--- config.mk ---
export PLATFORM = sky130hd
export DESIGN_NAME = seq_detector
export DESIGN_NICKNAME = d
export VERILOG_FILES = /design/src/rtl/seq_det_pkg.sv /design/src/rtl/sat_counter.sv /design/src/rtl/seq_detector.sv
export SDC_FILE = /design/constraint.sdc
export NUM_CORES = 1
export LEC_CHECK = 0
export BUFFER_PORTS_ARGS = -buffer_cell sky130_fd_sc_hd__buf_2
export CAP_MARGIN = 20
export CORE_UTILIZATION = 48
export DETAILED_ROUTE_END_ITERATION = 8
export PLACE_DENSITY_LB_ADDON = 0.3
export SLEW_MARGIN = 20
export SYNTH_ARGS = -nofsm -noshare
export SYNTH_HDL_FRONTEND = slang
export SYNTH_HIERARCHICAL = 1
export SYNTH_SLANG_ARGS = --single-unit
--- constraint.sdc ---
create_clock -name clk -period 2.15 [get_ports clk]
set_input_delay 0 -clock clk [delete_from_list [all_inputs] [get_ports clk]]
set_output_delay 0 -clock clk [all_outputs]
set_load 0.02 [all_outputs]
--- src/rtl/seq_det_pkg.sv ---
// Shared defaults for the serial pattern detector family.
// Holds the default pattern length, pattern, overlap mode and counter width.
// Also provides the helper that sizes the fill counter. The fill counter
// must be able to hold 0..W inclusive.
package seq_det_pkg;

  localparam int              DEF_W       = 4;
  localparam logic [DEF_W-1:0] DEF_PATTERN = 4'b1010;
  localparam bit              DEF_OVERLAP = 1'b1;
  localparam int              DEF_CNT_W   = 8;

  // Number of bits needed to count from 0 up to and including w
  function automatic int fill_width(input int w);
    return $clog2(w + 1);
  endfunction

endpackage

--- src/rtl/sat_counter.sv ---
// Saturating up-counter used as the detector's match counter.
// Ports:
//   clk    rising-edge clock
//   reset  asynchronous active-high reset, clears count
//   clr    synchronous clear, takes priority over inc
//   inc    increment request; ignored once count is all ones
//   count  current value, holds at 2^CNT_W-1 instead of wrapping
module sat_counter
  import seq_det_pkg::*;
#(
  parameter int CNT_W = DEF_CNT_W
) (
  input  logic             clk,
  input  logic             reset,
  input  logic             clr,
  input  logic             inc,
  output logic [CNT_W-1:0] count
);

  localparam logic [CNT_W-1:0] CNT_MAX = '1;

  // Count up on inc, stick at the top value, and clear on request
  always_ff @(posedge clk or posedge reset) begin
    if (reset) begin
      count <= '0;
    end else if (clr) begin
      count <= '0;
    end else if (inc && (count != CNT_MAX)) begin
      count <= count + 1'b1;
    end
  end

endmodule

--- src/rtl/seq_detector.sv ---
// Serial pattern detector with a run-time loadable pattern.
// It samples one bit per clock while in_valid is high. It pulses out for
// one cycle when the last W sampled bits equal pattern_q, with the MSB being
// the oldest bit.
// Ports:
//   clk          rising-edge clock
//   reset        asynchronous active-high reset
//   in_valid     qualifies in
//   in           serial data bit
//   cfg_load     load cfg_pattern / cfg_overlap and restart detection
//   cfg_pattern  new pattern (MSB oldest)
//   cfg_overlap  new overlap mode (1 = matches may share bits)
//   out          registered one-cycle match pulse
//   match_count  saturating match count since reset or cfg_load
//   pattern_q    active pattern readback
module seq_detector
  import seq_det_pkg::*;
#(
  parameter int             W       = DEF_W,
  parameter logic [W-1:0]   PATTERN = W'(DEF_PATTERN),
  parameter bit             OVERLAP = DEF_OVERLAP,
  parameter int             CNT_W   = DEF_CNT_W
) (
  input  logic             clk,
  input  logic             reset,
  input  logic             in_valid,
  input  logic             in,
  input  logic             cfg_load,
  input  logic [W-1:0]     cfg_pattern,
  input  logic             cfg_overlap,
  output logic             out,
  output logic [CNT_W-1:0] match_count,
  output logic [W-1:0]     pattern_q
);

  localparam int             FW       = fill_width(W);
  localparam logic [FW-1:0]  FILL_MAX = FW'(W);
  localparam logic [FW-1:0]  FILL_PRE = FW'(W - 1);

  logic [W-1:0]  hist;
  logic [FW-1:0] fill;
  logic          overlap_q;
  logic [W-1:0]  nxt;
  logic          hit;

  // Candidate history including the bit on the wire this cycle.
  // The fill guard stops the zero-initialised history from matching an
  // all-zero pattern before W real bits have arrived.
  always_comb begin
    nxt = {hist[W-2:0], in};
    hit = in_valid && !cfg_load && (fill >= FILL_PRE) && (nxt == pattern_q);
  end

  // Configuration, history and the registered match pulse.
  // A config load restarts detection from an empty history.
  always_ff @(posedge clk or posedge reset) begin
    if (reset) begin
      pattern_q <= PATTERN;
      overlap_q <= OVERLAP;
      hist      <= '0;
      fill      <= '0;
      out       <= 1'b0;
    end else if (cfg_load) begin
      pattern_q <= cfg_pattern;
      overlap_q <= cfg_overlap;
      hist      <= '0;
      fill      <= '0;
      out       <= 1'b0;
    end else if (in_valid) begin
      out <= hit;
      if (hit && !overlap_q) begin
        hist <= '0;
        fill <= '0;
      end else if (hit) begin
        hist <= nxt;
        fill <= FILL_MAX;
      end else begin
        hist <= nxt;
        fill <= (fill == FILL_MAX) ? FILL_MAX : fill + 1'b1;
      end
    end else begin
      out <= 1'b0;
    end
  end

  sat_counter #(
    .CNT_W(CNT_W)
  ) u_match_cnt (
    .clk  (clk),
    .reset(reset),
    .clr  (cfg_load),
    .inc  (hit),
    .count(match_count)
  );

endmodule

After elaboration in Yosys (flattened, before gate mapping)
Cells that the tools add are included.

Bits in registers: 20. Input port bits: 10. Output and inout bits: 13. Logic and storage cells: 33.

$add $sub $neg: 2. Order comparisons: 1. Equality and inequality tests: 3. Mux-type cells: 12. Reductions and logical operators: 9.

Operator list (number): 2-to-1 mux 3 bit (8); 2-to-1 mux 8 bit (2); adder 8 x 1 -> 8 bit, second input constant (1); inequality test 8 bit, second input constant (1); logical AND 1 bit (5); == test 4 bit (1); nonzero test 2 bit (2); adder 3 x 1 -> 3 bit, second input constant (1); == test 3 bit, second input constant (1); >= comparator 3 x 2 -> 1 bit, second input constant (1); logical NOT 1 bit (2); 2-to-1 mux 1 bit (2).

Longest topological paths before layout
Gate-level depths: netlist of the first run.

Word-level depth: 8. Mapped depth: 8. Mapped depth without buffers: 8.

Hierarchy
Netlist of the first run, hierarchy kept.

By module, submodules not included: seq_detector (times used 1, cells each 54, area an instance 636.9 um^2, sequential area each 304.0 um^2); sat_counter (times used 1, cells each 49, area an instance 504.2 um^2, sequential area each 200.2 um^2).

Least setup slack after synthesis of the first run
OpenSTA, ideal clock, no wires.

Kind: reg2reg. Start: register fill[0]. End: register u_match_cnt.count[5]. Library setup time: 0.125 ns. Arrival: 2.084 ns. Data required time: 2.025 ns. Slack: -0.059 ns. Cell stages (with the launch flop): 9. Buffers on the path: 0. Clock period less this slack: 2.209 ns. Path through: dfrtp_1 -> ha_1 -> ha_1 -> a211oi_2 -> or3_4 -> nor2_1 -> nand4_1 -> a211oi_2 -> mux2_4.

Word-level cells in the longest chain between the ends: 5.

RTL lines: from (decl) (RTL line seq_detector.sv:41) `logic [FW-1:0] fill;`; from (signal assigned) (RTL line seq_detector.sv:79) `fill <= (fill == FILL_MAX) ? FILL_MAX : fill + 1'b1;`; >= comparator 3 x 2 -> 1 bit (RTL line seq_detector.sv:51) `hit = in_valid && !cfg_load && (fill >= FILL_PRE) && (nxt == pattern_q);`; logical AND 1 bit (2 in series) (RTL line seq_detector.sv:51); net hit (RTL line seq_detector.sv:44) `logic hit;`; logical AND 1 bit (RTL line sat_counter.sv:28) `end else if (inc && (count != CNT_MAX)) begin`; nonzero test 2 bit (no line); to (signal assigned) (RTL line sat_counter.sv:29) `count <= count + 1'b1;`; to (decl) (RTL line sat_counter.sv:17) `output logic [CNT_W-1:0] count`.

The timed path passes the listed nets, and every way through them passes these cells. A chain may end at the register's enable or synchronous reset.

Worst setup path after layout of the first run
Start: register fill[1]. End: register u_match_cnt.count[3].

Same word-level chain as after synthesis.

==> results of run 1 <==
[layer usage]
layer,track usage (%),vias up
met1,28.7,425
met2,33.3,27
li1,-,446
met4,8.33,0
met5,0,-
met3,2.73,2
[cell families after synthesis]
group	share of synthesized area (%)
flops	44.2
xor+xnor	3.07
compound gates	15.5
mux	11.1
buf+inv	4.28
fa+ha+maj	4.39
simple gates	17.5
[cells in the final DEF (no fill, tap or decap), types with 2 or more instances in the layout]
master                          Yosys  layout
sky130_fd_sc_hd__and3_1             3       3
sky130_fd_sc_hd__buf_4              0       9
sky130_fd_sc_hd__inv_1              6       5
sky130_fd_sc_hd__a21oi_1            5       5
sky130_fd_sc_hd__nor2b_1            4       4
sky130_fd_sc_hd__mux2_2             5       5
sky130_fd_sc_hd__nand2_1            5       5
sky130_fd_sc_hd__dlygate4sd3_1      0       7
sky130_fd_sc_hd__buf_2              0      22
sky130_fd_sc_hd__xnor2_1            3       3
sky130_fd_sc_hd__nand3_1            3       3
sky130_fd_sc_hd__ha_4               0       2
sky130_fd_sc_hd__nand2b_1           3       3
sky130_fd_sc_hd__a21oi_2            2       2
sky130_fd_sc_hd__clkbuf_4           0       3
sky130_fd_sc_hd__a211oi_2           2       2
sky130_fd_sc_hd__nand4_1            2       2
sky130_fd_sc_hd__a22o_1             3       3
sky130_fd_sc_hd__nor3_1             3       3
sky130_fd_sc_hd__dfrtp_1           17      17
sky130_fd_sc_hd__nor2_1             7       6
sky130_fd_sc_hd__mux2_4             4       4
sky130_fd_sc_hd__dfstp_2            3       3
sky130_fd_sc_hd__ha_1               4       2
[cell type report]
cell class / count / area [µm²]
clock inverter: 1 / 30.0
inverter: 6 / 22.5
timing repair buffer: 38 / 248
sequential: 20 / 504
fill: 170 / 751
tap: 28 / 35.0
multi-input combinational: 74 / 621
clock buffer: 3 / 22.5
[Yosys cell counts, drive strengths merged, types with 2 or more instances]
cell and n:
buf 2, nand2b 4, o21ai 2, dfrtp 17
a21oi 7, and3 3, xnor2 3, nor2 7
nand3 3, nand2 5, dfstp 3, a22o 3
ha 4, nand4 2, inv 6, nor2b 4
a211oi 3, nor3 3, mux2 9
[worst paths after layout]
kind | to | from | slack (ns) | depth (start not counted)
worst max register to register | u_match_cnt/count[3]$_DFFE_PP0P_ | fill[1]$_DFFE_PP0P_ | 0.08 | 9
min in group asynchronous | u_match_cnt/count[0]$_DFFE_PP0P_ | reset | 0.19 | 3
worst max-delay path | u_match_cnt/count[3]$_DFFE_PP0P_ | fill[1]$_DFFE_PP0P_ | 0.08 | 9
max in group asynchronous | pattern_q[1]$_DFFE_PP1P_ | reset | 1.55 | 3
worst min register to register | hist[2]$_DFFE_PP0P_ | hist[2]$_DFFE_PP0P_ | 0.56 | 1
worst min-delay path | fill[1]$_DFFE_PP0P_ | in_valid | 0.02 | 3
[power by group through the flow]
stage / registers (mW) / logic [mW] / clock network, mW
after CTS: 0.408 / 0.125 / 0.315
final: 0.409 / 0.131 / 0.310
after global placement: 0.414 / 0.109 / 0
after floorplan: 0.424 / 0.0619 / 0
after global routing: 0.412 / 0.141 / 0.333
after detailed placement: 0.415 / 0.112 / 0
[timing repair]
item / in CTS / in global routing
gates resized for setup: 1 / 5
endpoints found under the hold margin: 23 / 0
endpoints found under the setup margin: 1 / 4
pin swaps: 1 / 4
hold buffers: 7 / 0
setup buffers: 3 / 2
[worst register-to-register path, cell delays in order (launching register included)]
cell	delay, ns
sky130_fd_sc_hd__dfrtp_1	0.41
sky130_fd_sc_hd__ha_4	0.16
sky130_fd_sc_hd__ha_4	0.13
sky130_fd_sc_hd__a211oi_2	0.04
sky130_fd_sc_hd__or3_4	0.36
sky130_fd_sc_hd__nor2_4	0.13
sky130_fd_sc_hd__nand4_1	0.15
sky130_fd_sc_hd__buf_4	0.18
sky130_fd_sc_hd__a21oi_2	0.12
sky130_fd_sc_hd__mux2_4	0.31
[registers in the layout (all words and copies together) (netlist names)]
signal	flops
u_match_cnt/count	8
pattern_q	4
fill	3
hist	3
out	1
overlap_q	1
[per-stage QoR]
stage                     utilization, %  setup WS, ns  total power, mW  hold WS (ns)
final                               66.4        0.0751            0.850        0.0208
after global routing                66.4       0.00115            0.886        0.0127
after CTS                           64.9       0.00575            0.848       0.00313
after detailed placement            58.2        0.0222            0.527       -0.0181
after global placement              58.2         0.113            0.522       -0.0153
after floorplan                        -        0.0483            0.486        -0.184
==> parameters.txt, run 1 <==
Parameter                              Value

Route
  Vias per inst ... 5.29
  Number of vias in the routed layout ... 900
  Final routed wirelength across all metal layers ... 2480 µm
  Average routed wire per standard cell ... 14.6 µm
  DRC violation count after routing ... 0
  Routed wire length on met3 ... 76 µm
  Metal2 WL ... 1250 µm
  Detailed Route Iter0 Violations ... 27
  Count of antenna-violating nets left after detailed routing ... 0
  Routed length on met1 ... 1150 µm
  Highest metal layer with signal wires ... met4
  DR pass1 iterations ... 4

Pwr
  Combinational power share ... 15.4%
  Sequential power share ... 48.1%
  Clock share of power ... 36.5%
  Net switching share of the total power ... 24.0%
  LEAKAGE ... 0.710 nW
  Internal power of the cells ... 0.646 mW
  Total power density per cell area ... 573 mW/mm²
  Switching component of the power ... 0.204 mW
  IR Drop Worst-Case VDD ... 462 µV

Job
  MaxCap Viol Count ... 0

Placed design
  Hpwl dp ... 1650 µm
  Final RePlAce weighted congestion ... 0.830
  Count of input and output buffers ... 22
  Placement-stage cell area ... 0.00130 mm²
  Instance count after placement with tap cells included ... 155

Final layout
  Area of all placed cells without fillers ... 0.00148 mm²
  Proportion of layout cells with a drive suffix above 1 ... 43.0%
  ANT cells ... 0
  Relative area change from synthesis to final layout ... 29.9%
  Finished Layout Cells ... 170
  Number of nets in the layout ... 157

Clock network
  Clock tree buffer depth ... 2
  Clock net sink count ... 20
  Clock slew seen by the registers of the worst setup and hold paths ... 0.12 ns
  Count of H-tree levels built during CTS ... 1
  Total clock buffers created by CTS ... 3
  Clock insertion delay at the later pin of the skew report ... 0.30 ns
  CTS Root Cell ... sky130_fd_sc_hd__clkbuf_4
  TritonCTS clock tree ... built

Floorplanning
  Number of I/O pins ... 23
  Starting density of the core ... 51.1%
  Standard-cell rows ... 17
  Y dimension of the die ... 50.8 µm
  Floorplan Core Area ... 0.00223 mm²
  Die outline width ... 50.8 µm
  Die area ... 0.00258 mm²

Worst setup path
  Cell with the most instances on the worst path ... sky130_fd_sc_hd__ha_4
  Bufs and invs on worst path ... 1
  Crit-path cells ... ha_4, ha_4, a211oi_2, or3_4, nor2_4, nand4_1, buf_4, a21oi_2, mux2_4
  Critical path data required time ... 2.35 ns
  Kind of end point of the critical path ... flip-flop
  Delay-heaviest family, CP ... simple AND/OR/NAND/NOR gates
  Nature of the critical path startpoint ... flip-flop
  Crit-path slowest cell ... sky130_fd_sc_hd__dfrtp_1
  Type of the worst setup path ... flip-flop to flip-flop
  Longest individual stage delay on the worst path ... 0.41 ns
  Arr. time, crit path ... 2.28 ns
  Peak fanout along the critical path ... 3

Status
  Result of the run ... completed

STA
  Least-Margin Pin Slew ... 0.479 ns
  Slew margin rel. ... 68.1%
  Achievable clock frequency ... 482 MHz
  Crit path time final ... 2.07 ns
  Fin crit share ... 96.5%
  Setup Skew ... 0.00111 ns
  Count of endpoints failing setup in the final report ... 0
  Final setup TNS ... 0 ns
  RSZ-0062 raised after global routing ... false
  Number of hold violations in the final report ... 0
  Final Max Slew Viols ... 0

Synth
  Number of synthesized flops with an enable pin ... 0
  Number of library cell types mapped by synthesis ... 37
  Net count of the mapped netlist ... 117
  Flops & latches, synth ... 20
  Fraction of the yosys area taken by sequential cells ... 44.2%
  Mean instance size in the synthesized netlist ... 11.1 µm²
  Area share of the leading cell type in the synthesized netlist ... 37.3%
  Dominant cell type by area after synthesis ... sky130_fd_sc_hd__dfrtp_1
  Number of standard cells after synthesis ... 103
  Synth top area cells ... sky130_fd_sc_hd__dfrtp_1 37%, sky130_fd_sc_hd__dfstp_2 6.9%, sky130_fd_sc_hd__mux2_4 5.3%, sky130_fd_sc_hd__mux2_2 4.9%, sky130_fd_sc_hd__ha_1 4.4%
  Main flop type after synthesis ... sky130_fd_sc_hd__dfrtp_1
  Synthesized cell area ... 0.00114 mm²
  Async set-or-reset flop fraction in the synthesized netlist ... 100%
  Yosys warnings ... 6

Global route
  Vias in the first global route ... 837
  Remaining global-route overflow ... 0
  Global routing usage summed across all routing layers ... 20.9%
  Pin count of the biggest net entering global routing ... 20
  Wire length of the first global-routing pass ... 3930 µm
  Initial antenna violation count ... 0

Hold path
  Kind of path behind the tightest hold check ... primary input to flip-flop
Power figures use the tool's default switching activity.
==> run 2: changes to the inputs <==
Settings changed: ABC_AREA set to 1, MAX_ROUTING_LAYER set to met4.
==> run 2 against run 1 <==
Net effect:
- hold slack got worse by 0.0078 ns
- global-route usage up 1.7 points
- fmax grew 17%
- final cell count is 28% higher
- synthesized area up 3.1%
- routed wire length decreased by 3.4%
- setup slack better by 0.31 ns
- via count grew 20%
- critical endpoint is now u_match_cnt/count[7]$_DFFE_PP0P_
- largest power group unchanged
==> parameters.txt, run 2 <==
Parameter                              Value

Global route
  Initial antenna violation count ... 0 (unchanged)
  Wire length of the first global-routing pass ... 4380 µm (+12%)
  Vias in the first global route ... 1023 (+22%)
  Global routing usage summed across all routing layers ... 22.7% (+1.7 points)
  Remaining global-route overflow ... 0 (unchanged)
  Pin count of the biggest net entering global routing ... 17 (-15%)

Worst setup path
  Peak fanout along the critical path ... 4 (+1)
  Kind of end point of the critical path ... flip-flop
  Delay-heaviest family, CP ... simple AND/OR/NAND/NOR gates
  Critical path data required time ... 2.36 ns (about the same)
  Crit-path slowest cell ... sky130_fd_sc_hd__dfrtp_1
  Number of gates on the worst path with buffers counted ... 13 (+4)
  Crit-path cells ... ha_1, ha_1, nor2_1, nand2_1, nand2_1, inv_1, nand3b_2, inv_1, inv_1, a21oi_1, nand3_1, nand2_1, inv_1
  R2R depth ... 13 (+4)
  Bufs and invs on worst path ... 4 (+3)
  Cell with the most instances on the worst path ... sky130_fd_sc_hd__inv_1
  Longest individual stage delay on the worst path ... 0.39 ns (-0.02 ns)
  Nature of the critical path startpoint ... flip-flop
  Arr. time, crit path ... 1.98 ns (-0.30 ns)
  Type of the worst setup path ... flip-flop to flip-flop

Final layout
  ANT cells ... 0 (unchanged)
  Proportion of layout cells with a drive suffix above 1 ... 21.6% (-21 points)
  Registers with the most flip-flops ... u_match_cnt/count (8), pattern_q (4)
  Most frequent cells in the layout ... 54 x sky130_fd_sc_hd__nand2_1, 28 x sky130_fd_sc_hd__inv_1, 22 x sky130_fd_sc_hd__buf_2, 17 x sky130_fd_sc_hd__dfrtp_1, 13 x sky130_fd_sc_hd__nand3_1
  Filler Cell Count ... 189 (+11%)
  Commonest non-fill, non-tap cell in the layout ... sky130_fd_sc_hd__nand2_1
  Flip-flop count of the largest register, all copies and words added ... 8 (unchanged)
  Number of nets in the layout ... 205 (+31%)
  Relative area change from synthesis to final layout ... 21.1%
  Register ranked first by flip-flop count ... u_match_cnt/count

Synth
  Fraction of the yosys area taken by sequential cells ... 42.9% (-1.3 points)
  Synthesized cell area ... 0.00118 mm² (+3.1%)
  Area share of the leading cell type in the synthesized netlist ... 36.2% (-1.1 points)
  Async set-or-reset flop fraction in the synthesized netlist ... 100% (unchanged)
  Dominant cell type by area after synthesis ... sky130_fd_sc_hd__dfrtp_1
  Top-count cell post-synth ... sky130_fd_sc_hd__nand2_1
  Synth top area cells ... sky130_fd_sc_hd__dfrtp_1 36%, sky130_fd_sc_hd__nand2_1 17%, sky130_fd_sc_hd__inv_1 8.9%, sky130_fd_sc_hd__dfstp_2 6.7%, sky130_fd_sc_hd__nand3_1 5.5%
  Top cells by count, synth ... 54 x sky130_fd_sc_hd__nand2_1, 28 x sky130_fd_sc_hd__inv_1, 17 x sky130_fd_sc_hd__dfrtp_1
  Yosys warnings ... 6 (unchanged)
  Number of library cell types mapped by synthesis ... 23 (-38%)
  Number of standard cells after synthesis ... 158 (+53%)
  Number of synthesized flops with an enable pin ... 0 (unchanged)
  Main flop type after synthesis ... sky130_fd_sc_hd__dfrtp_1
  Flops & latches, synth ... 20 (unchanged)
  Mean instance size in the synthesized netlist ... 7.44 µm² (-33%)
  Net count of the mapped netlist ... 172 (+47%)

Clock network
  Total clock buffers created by CTS ... 3 (unchanged)
  TritonCTS clock tree ... built
  Clock insertion delay at the later pin of the skew report ... 0.30 ns (about the same)
  Post-CTS Setup Inserts ... 0 (-3)
  Clock tree buffer depth ... 2 (unchanged)
  Clock slew seen by the registers of the worst setup and hold paths ... 0.12 ns (about the same)
  Post-CTS Resized ... 0 (-1)
  Count of H-tree levels built during CTS ... 1 (unchanged)
  CTS Root Cell ... sky130_fd_sc_hd__clkbuf_4
  Clock net sink count ... 20 (unchanged)

STA
  Number of hold violations in the final report ... 0 (unchanged)
  Setup Skew ... 0.00459 ns (+0.00348 ns)
  Slew margin rel. ... 68.9% (+0.83 points)
  Final setup TNS ... 0 ns (unchanged)
  Least-Margin Pin Slew ... 0.466 ns (-0.0125 ns)
  Count of endpoints failing setup in the final report ... 0 (unchanged)
  RSZ-0062 raised after global routing ... false
  Crit path time final ... 1.77 ns (-0.307 ns)
  Achievable clock frequency ... 566 MHz (+17%)
  Fin crit share ... 82.2% (-14 points)
  Final Max Slew Viols ... 0 (unchanged)

Floorplanning
  Starting density of the core ... 52.2% (+1.1 points)
  Die outline width ... 51.5 µm (+1.5%)
  Standard-cell rows ... 17 (unchanged)
  Number of I/O pins ... 23 (unchanged)
  Y dimension of the die ... 51.5 µm (+1.5%)
  Die area ... 0.00265 mm² (+3.0%)
  Floorplan Core Area ... 0.00225 mm² (+0.95%)

Pwr
  Switching component of the power ... 0.196 mW (-3.5%)
  Clock share of power ... 30.3% (-6.2 points)
  Sequential power share ... 55.2% (+7.1 points)
  LEAKAGE ... 0.809 nW (+14%)
  Internal power of the cells ... 0.539 mW (-17%)
  Total power density per cell area ... 517 mW/mm² (-9.9%)
  Combinational power share ... 14.5% (-0.9 points)
  Net switching share of the total power ... 26.7% (+2.7 points)
  IR Drop Worst-Case VDD ... 346 µV (-25%)
  Overall power consumption ... 0.736 mW (-13%)

Route
  Number of vias in the routed layout ... 1078 (+20%)
  Count of antenna-violating nets left after detailed routing ... 0 (unchanged)
  Average routed wire per standard cell ... 11.0 µm (-25%)
  Detailed Route Iter0 Violations ... 35 (+30%)
  Final routed wirelength across all metal layers ... 2400 µm (-3.4%)
  Vias per inst ... 4.94 (-6.6%)
  DRC violation count after routing ... 0 (unchanged)
  DR pass1 iterations ... 4 (unchanged)

Hold path
  Kind of path behind the tightest hold check ... primary input to flip-flop
  Instance count along the most critical hold path ... 4 (+1)

Placed design
  Final RePlAce weighted congestion ... 0.896 (+8.1%)
  Hpwl dp ... 1750 µm (+6.0%)
  Count of input and output buffers ... 22 (unchanged)

Job
  MaxCap Viol Count ... 0 (unchanged)

Status
  Result of the run ... completed
## run 2: cell types whose count changed after synthesis, moves of 4 or more
| cell | before | now |
|---|---|---|
| sky130_fd_sc_hd__nand2_1 | 5 | 54 |
| sky130_fd_sc_hd__inv_1 | 6 | 28 |
| sky130_fd_sc_hd__nand3_1 | 3 | 13 |
| sky130_fd_sc_hd__mux2_4 | 4 | 0 |
| sky130_fd_sc_hd__nor2b_1 | 4 | 0 |
| sky130_fd_sc_hd__mux2_2 | 5 | 0 |
| sky130_fd_sc_hd__o21ai_0 | 1 | 7 |
## run 2: stage by stage
step | std cells | util [%] | area (µm²) | worst slack [ns] | hold WS (ns)
after floorplan | 158 | - | 1180 | 0.551 | -0.184
final | 218 | 63.2 | 1420 | 0.382 | 0.0130
after global placement | 207 | 58.4 | 1320 | 0.478 | -0.0337
after detailed placement | 207 | 58.4 | 1320 | 0.410 | -0.0128
after CTS | 218 | 63.2 | 1420 | 0.384 | 0.00367
after global routing | 218 | 63.2 | 1420 | 0.177 | 0.00746
## run 2: cell type report
type / count / area (µm²) / share of cell area [%]
inverter: 29 / 114 / 8.00
sequential: 20 / 504 / 35.4
tap: 28 / 35.0 / 2.46
multi-input combinational: 108 / 554 / 38.9
timing repair buffer: 29 / 180 / 12.7
clock buffer: 4 / 36.3 / 2.55
## run 2: path summary, 6_finish.rpt
kind / to / slack [ns] / startpoint
max: u_match_cnt/count[7]$_DFFE_PP0P_ / 0.38 / fill[0]$_DFFE_PP0P_
min: hist[2]$_DFFE_PP0P_ / 0.01 / in_valid
max reg2reg: u_match_cnt/count[7]$_DFFE_PP0P_ / 0.38 / fill[0]$_DFFE_PP0P_
min reg2reg: hist[2]$_DFFE_PP0P_ / 0.52 / hist[2]$_DFFE_PP0P_
max in group asynchronous: pattern_q[3]$_DFFE_PP1P_ / 1.56 / reset
min in group asynchronous: u_match_cnt/count[0]$_DFFE_PP0P_ / 0.20 / reset
## run 2: repair_timing
item                       CTS  global route
hold buffers                 7             0
hold endpoints to repair    23             0
setup endpoints to repair    0             0
## run 2: power groups by stage
| stage | registers [mW] | clock network (mW) | logic, mW |
|---|---|---|---|
| after detailed placement | 0.413 | 0 | 0.0969 |
| after global placement | 0.412 | 0 | 0.0948 |
| after global routing | 0.409 | 0.242 | 0.121 |
| after CTS | 0.406 | 0.230 | 0.107 |
| after floorplan | 0.420 | 0 | 0.0574 |
| final | 0.406 | 0.223 | 0.107 |
## run 2: logic make-up after synthesis
family,after synthesis,share of synthesized area (%)
AO/OA/AOI/OAI,11,4.79
XOR/XNOR,4,2.98
adder cells (fa/ha/maj),4,4.26
buffers and inverters,30,10.0
flip-flops,20,42.9
AND/OR/NAND/NOR,89,35.1
## run 2: worst register-to-register path, delay by kind of cell, from the launching register on
| kind | cells | cell delay (ns) |
|---|---|---|
| buffers and inverters | 4 | 0.34 |
| and+or+nand+nor | 6 | 0.45 |
| DFF | 1 | 0.39 |
| AOI/OAI and AO/OA | 1 | 0.21 |
| adders and majority gates | 2 | 0.31 |
## run 2: routing by layer
layer	up-vias	share of wire (%)	GRT usage (%)
li1	543	-	-
met2	23	48	35.9
met3	6	2.6	3.22
met4	0	1.7	8.56
met5	-	0	-
met1	506	48	29.5
==> run 3: changes to the inputs <==
Settings changed: ABC_AREA 1 to 0.
Clock period 2.15 ns to 1.45 ns, I/O delays scaled along.
==> run 3 against run 2 <==
Net effect:
- the flow now finishes with violations (negative setup slack)
- largest power group unchanged
- critical path type unchanged
- combinational power up 120%
- routed wire length up 17%
- hold slack better by 0.12 ns
- first-iteration DRC count down 37%
- clock power up 22%
- final cell count down 12%
- power up 51%
- critical path depth down 5
- global-route usage up 2.0 points
- cell area up 15%
==> parameters.txt, run 3 (synthesized netlist as in run 1, its figures left out) <==
Parameter                              Value

Status
  Result of the run ... finished with violations
  Violations in the final reports ... negative setup slack

Worst setup path
  Critical path destination ... u_match_cnt/count[5]$_DFFE_PP0P_
  R2R Path Start ... fill[0]$_DFFE_PP0P_
  Longest individual stage delay on the worst path ... 0.37 ns (-0.02 ns)
  Nature of the critical path startpoint ... flip-flop
  R2R Path End ... u_match_cnt/count[5]$_DFFE_PP0P_
  First element of the critical path ... fill[0]$_DFFE_PP0P_
  Peak fanout along the critical path ... 3 (-1)
  Critical path data required time ... 1.65 ns (-0.71 ns)
  Type of the worst setup path ... flip-flop to flip-flop
  Cell with the most instances on the worst path ... sky130_fd_sc_hd__a211oi_2
  Arr. time, crit path ... 2.21 ns (+0.23 ns)
  Slack of the worst reg-to-reg path ... -0.56 ns (-0.94 ns)
  R2R depth ... 8 (-5)
  Crit-path slowest cell ... sky130_fd_sc_hd__dfrtp_1
  Kind of end point of the critical path ... flip-flop
  Crit-path cells ... ha_2, ha_4, a211oi_2, or3_4, nor2_4, nand4_1, a211oi_2, mux2_4

Pwr
  Net switching share of the total power ... 26.7% (-0.040 points)
  Internal power of the cells ... 0.813 mW (+51%)
  Switching component of the power ... 0.296 mW (+50%)
  LEAKAGE ... 0.804 nW (-0.70%)
  IR Drop Worst-Case VDD ... 893 µV (+160%)
  Sequential power share ... 54.4% (-0.8 points)
  Combinational power share ... 21.2% (+6.7 points)
  Overall power consumption ... 1.11 mW (+51%)
  Clock share of power ... 24.5% (-5.8 points)
  Total power density per cell area ... 679 mW/mm² (+31%)

Floorplanning
  Standard-cell rows ... 17 (unchanged)
  Number of I/O pins ... 23 (unchanged)
  Y dimension of the die ... 50.8 µm (-1.4%)
  Die area ... 0.00258 mm² (-2.9%)
  Starting density of the core ... 51.1% (-1.1 points)
  Floorplan Core Area ... 0.00223 mm² (-0.94%)
  Die outline width ... 50.8 µm (-1.4%)

Final layout
  Flip-flop count of the largest register, all copies and words added ... 8 (unchanged)
  Register ranked first by flip-flop count ... u_match_cnt/count
  Relative area change from synthesis to final layout ... 43.1%
  Most frequent cells in the layout ... 31 x sky130_fd_sc_hd__buf_4, 22 x sky130_fd_sc_hd__buf_2, 17 x sky130_fd_sc_hd__dfrtp_1, 7 x sky130_fd_sc_hd__dlygate4sd3_1
  Number of nets in the layout ... 179 (-13%)
  ANT cells ... 0 (unchanged)
  Area of all placed cells without fillers ... 0.00163 mm² (+15%)
  Finished Layout Cells ... 192 (-12%)
  Commonest non-fill, non-tap cell in the layout ... sky130_fd_sc_hd__buf_4
  Util after Layout ... 73.1% (+10 points)
  Proportion of layout cells with a drive suffix above 1 ... 51.2% (+30 points)
  Registers with the most flip-flops ... u_match_cnt/count (8), pattern_q (4)

STA
  RSZ-0062 raised after global routing ... true
  Achievable clock frequency ... 497 MHz (-12%)
  Slew margin rel. ... 69.5% (+0.63 points)
  Fin crit share ... 139% (+57 points)
  Final setup TNS ... -4.74 ns (-4.74 ns)
  Final-layout worst hold slack ... 0.134 ns (+0.121 ns)
  Setup WS post-layout ... -0.562 ns (-0.944 ns)
  Count of endpoints failing setup in the final report ... 14 (+14)
  Crit path time final ... 2.01 ns (+0.244 ns)
  Final Max Slew Viols ... 0 (unchanged)
  Setup Skew ... 0.00788 ns (+0.00328 ns)
  Least-Margin Pin Slew ... 0.457 ns (-0.00950 ns)
  Number of hold violations in the final report ... 0 (unchanged)

Global route
  Pin count of the biggest net entering global routing ... 20 (+3)
  Wire length of the first global-routing pass ... 4470 µm (+2.1%)
  Initial antenna violation count ... 0 (unchanged)
  Remaining global-route overflow ... 0 (unchanged)
  Vias in the first global route ... 1042 (+1.9%)
  Global routing usage summed across all routing layers ... 24.7% (+2.0 points)

Clock network
  Total clock buffers created by CTS ... 3 (unchanged)
  Clock tree buffer depth ... 2 (unchanged)
  TritonCTS clock tree ... built
  Clock net sink count ... 20 (unchanged)
  Count of H-tree levels built during CTS ... 1 (unchanged)
  CTS Root Cell ... sky130_fd_sc_hd__clkbuf_4
  Clock insertion delay at the later pin of the skew report ... 0.30 ns (about the same)
  Clock slew seen by the registers of the worst setup and hold paths ... 0.11 ns (about the same)

Route
  Final routed wirelength across all metal layers ... 2810 µm (+17%)
  Count of antenna-violating nets left after detailed routing ... 0 (unchanged)
  Vias per inst ... 5.21 (+5.3%)
  Detailed Route Iter0 Violations ... 22 (-37%)
  Number of vias in the routed layout ... 1000 (-7.2%)
  DR pass1 iterations ... 4 (unchanged)
  DRC violation count after routing ... 0 (unchanged)
  Average routed wire per standard cell ... 14.6 µm (+33%)

Job
  MaxCap Viol Count ... 0 (unchanged)

Hold path
  Kind of path behind the tightest hold check ... primary input to flip-flop
  Instance count along the most critical hold path ... 3 (-1)

Placed design
  Placement-stage cell area ... 0.00146 mm² (+11%)
  Final RePlAce weighted congestion ... 0.830 (-7.4%)
  Worst-case setup slack after placement ... -0.591 ns (-1.00 ns)
  Count of input and output buffers ... 22 (unchanged)
  Instance count after placement with tap cells included ... 176 (-15%)
  Hpwl dp ... 1900 µm (+8.2%)
## run 3: cell types whose count changed in the layout (fill, tap and decap cells not counted), moves of 4 or more
cell                      change
sky130_fd_sc_hd__buf_4       +31
sky130_fd_sc_hd__inv_1       -22
sky130_fd_sc_hd__mux2_2       +5
sky130_fd_sc_hd__mux2_4       +4
sky130_fd_sc_hd__nand2_1     -49
sky130_fd_sc_hd__nand3_1     -11
sky130_fd_sc_hd__nor2b_1      +4
sky130_fd_sc_hd__o21ai_0      -7
## run 3: per-layer routing
| layer | share of wire (%) | global-route usage [%] |
|---|---|---|
| met5 | 0 | - |
| met4 | 1.3 | 10.2 |
| met3 | 2.1 | 3.94 |
| met2 | 52 | 41.8 |
| met1 | 45 | 29.2 |
## run 3: what timing repair did
item / in CTS / in global routing
resized for setup: 3 / 5
endpoints found under the hold margin: 23 / 0
setup buffers: 3 / 2
pin swaps: 5 / 0
setup endpoints to repair: 14 / 15
hold buffers: 7 / 0
## run 3: area by class of cell
class / count / area [µm²]
Clock buffer: 4 / 26.3
Fill cell: 178 / 601
Inverter: 6 / 22.5
Multi-Input combinational cell: 74 / 632
Sequential cell: 20 / 504
Tap cell: 28 / 35.0
Timing Repair Buffer: 60 / 413
## run 3: worst max-delay path: cells and delay by family, from the launching register on
kind | cells | cell delay [ns]
fa+ha+maj | 2 | 0.32
simple gates | 3 | 0.63
compound gates | 2 | 0.27
flops | 1 | 0.37
mux | 1 | 0.32
## run 3: worst min path at each step
stage                     startpoint                          endpoint  slack, ns
final                       cfg_load               fill[0]$_DFFE_PP0P_       0.13
after floorplan                reset  u_match_cnt/count[0]$_DFFE_PP0P_      -0.18
after detailed placement       reset  u_match_cnt/count[3]$_DFFE_PP0P_      -0.02
after global placement         reset  u_match_cnt/count[3]$_DFFE_PP0P_      -0.02
after global routing        in_valid               fill[1]$_DFFE_PP0P_       0.13
after CTS                   cfg_load               fill[0]$_DFFE_PP0P_       0.11
## run 3: power by group through the flow
| stage | clock, mW | combinational, mW | sequential [mW] |
|---|---|---|---|
| global placement | 0 | 0.193 | 0.611 |
| detailed placement | 0 | 0.201 | 0.613 |
| CTS | 0.283 | 0.223 | 0.602 |
| floorplan | 0 | 0.0930 | 0.629 |
| finish | 0.271 | 0.235 | 0.603 |
| global route | 0.298 | 0.254 | 0.607 |
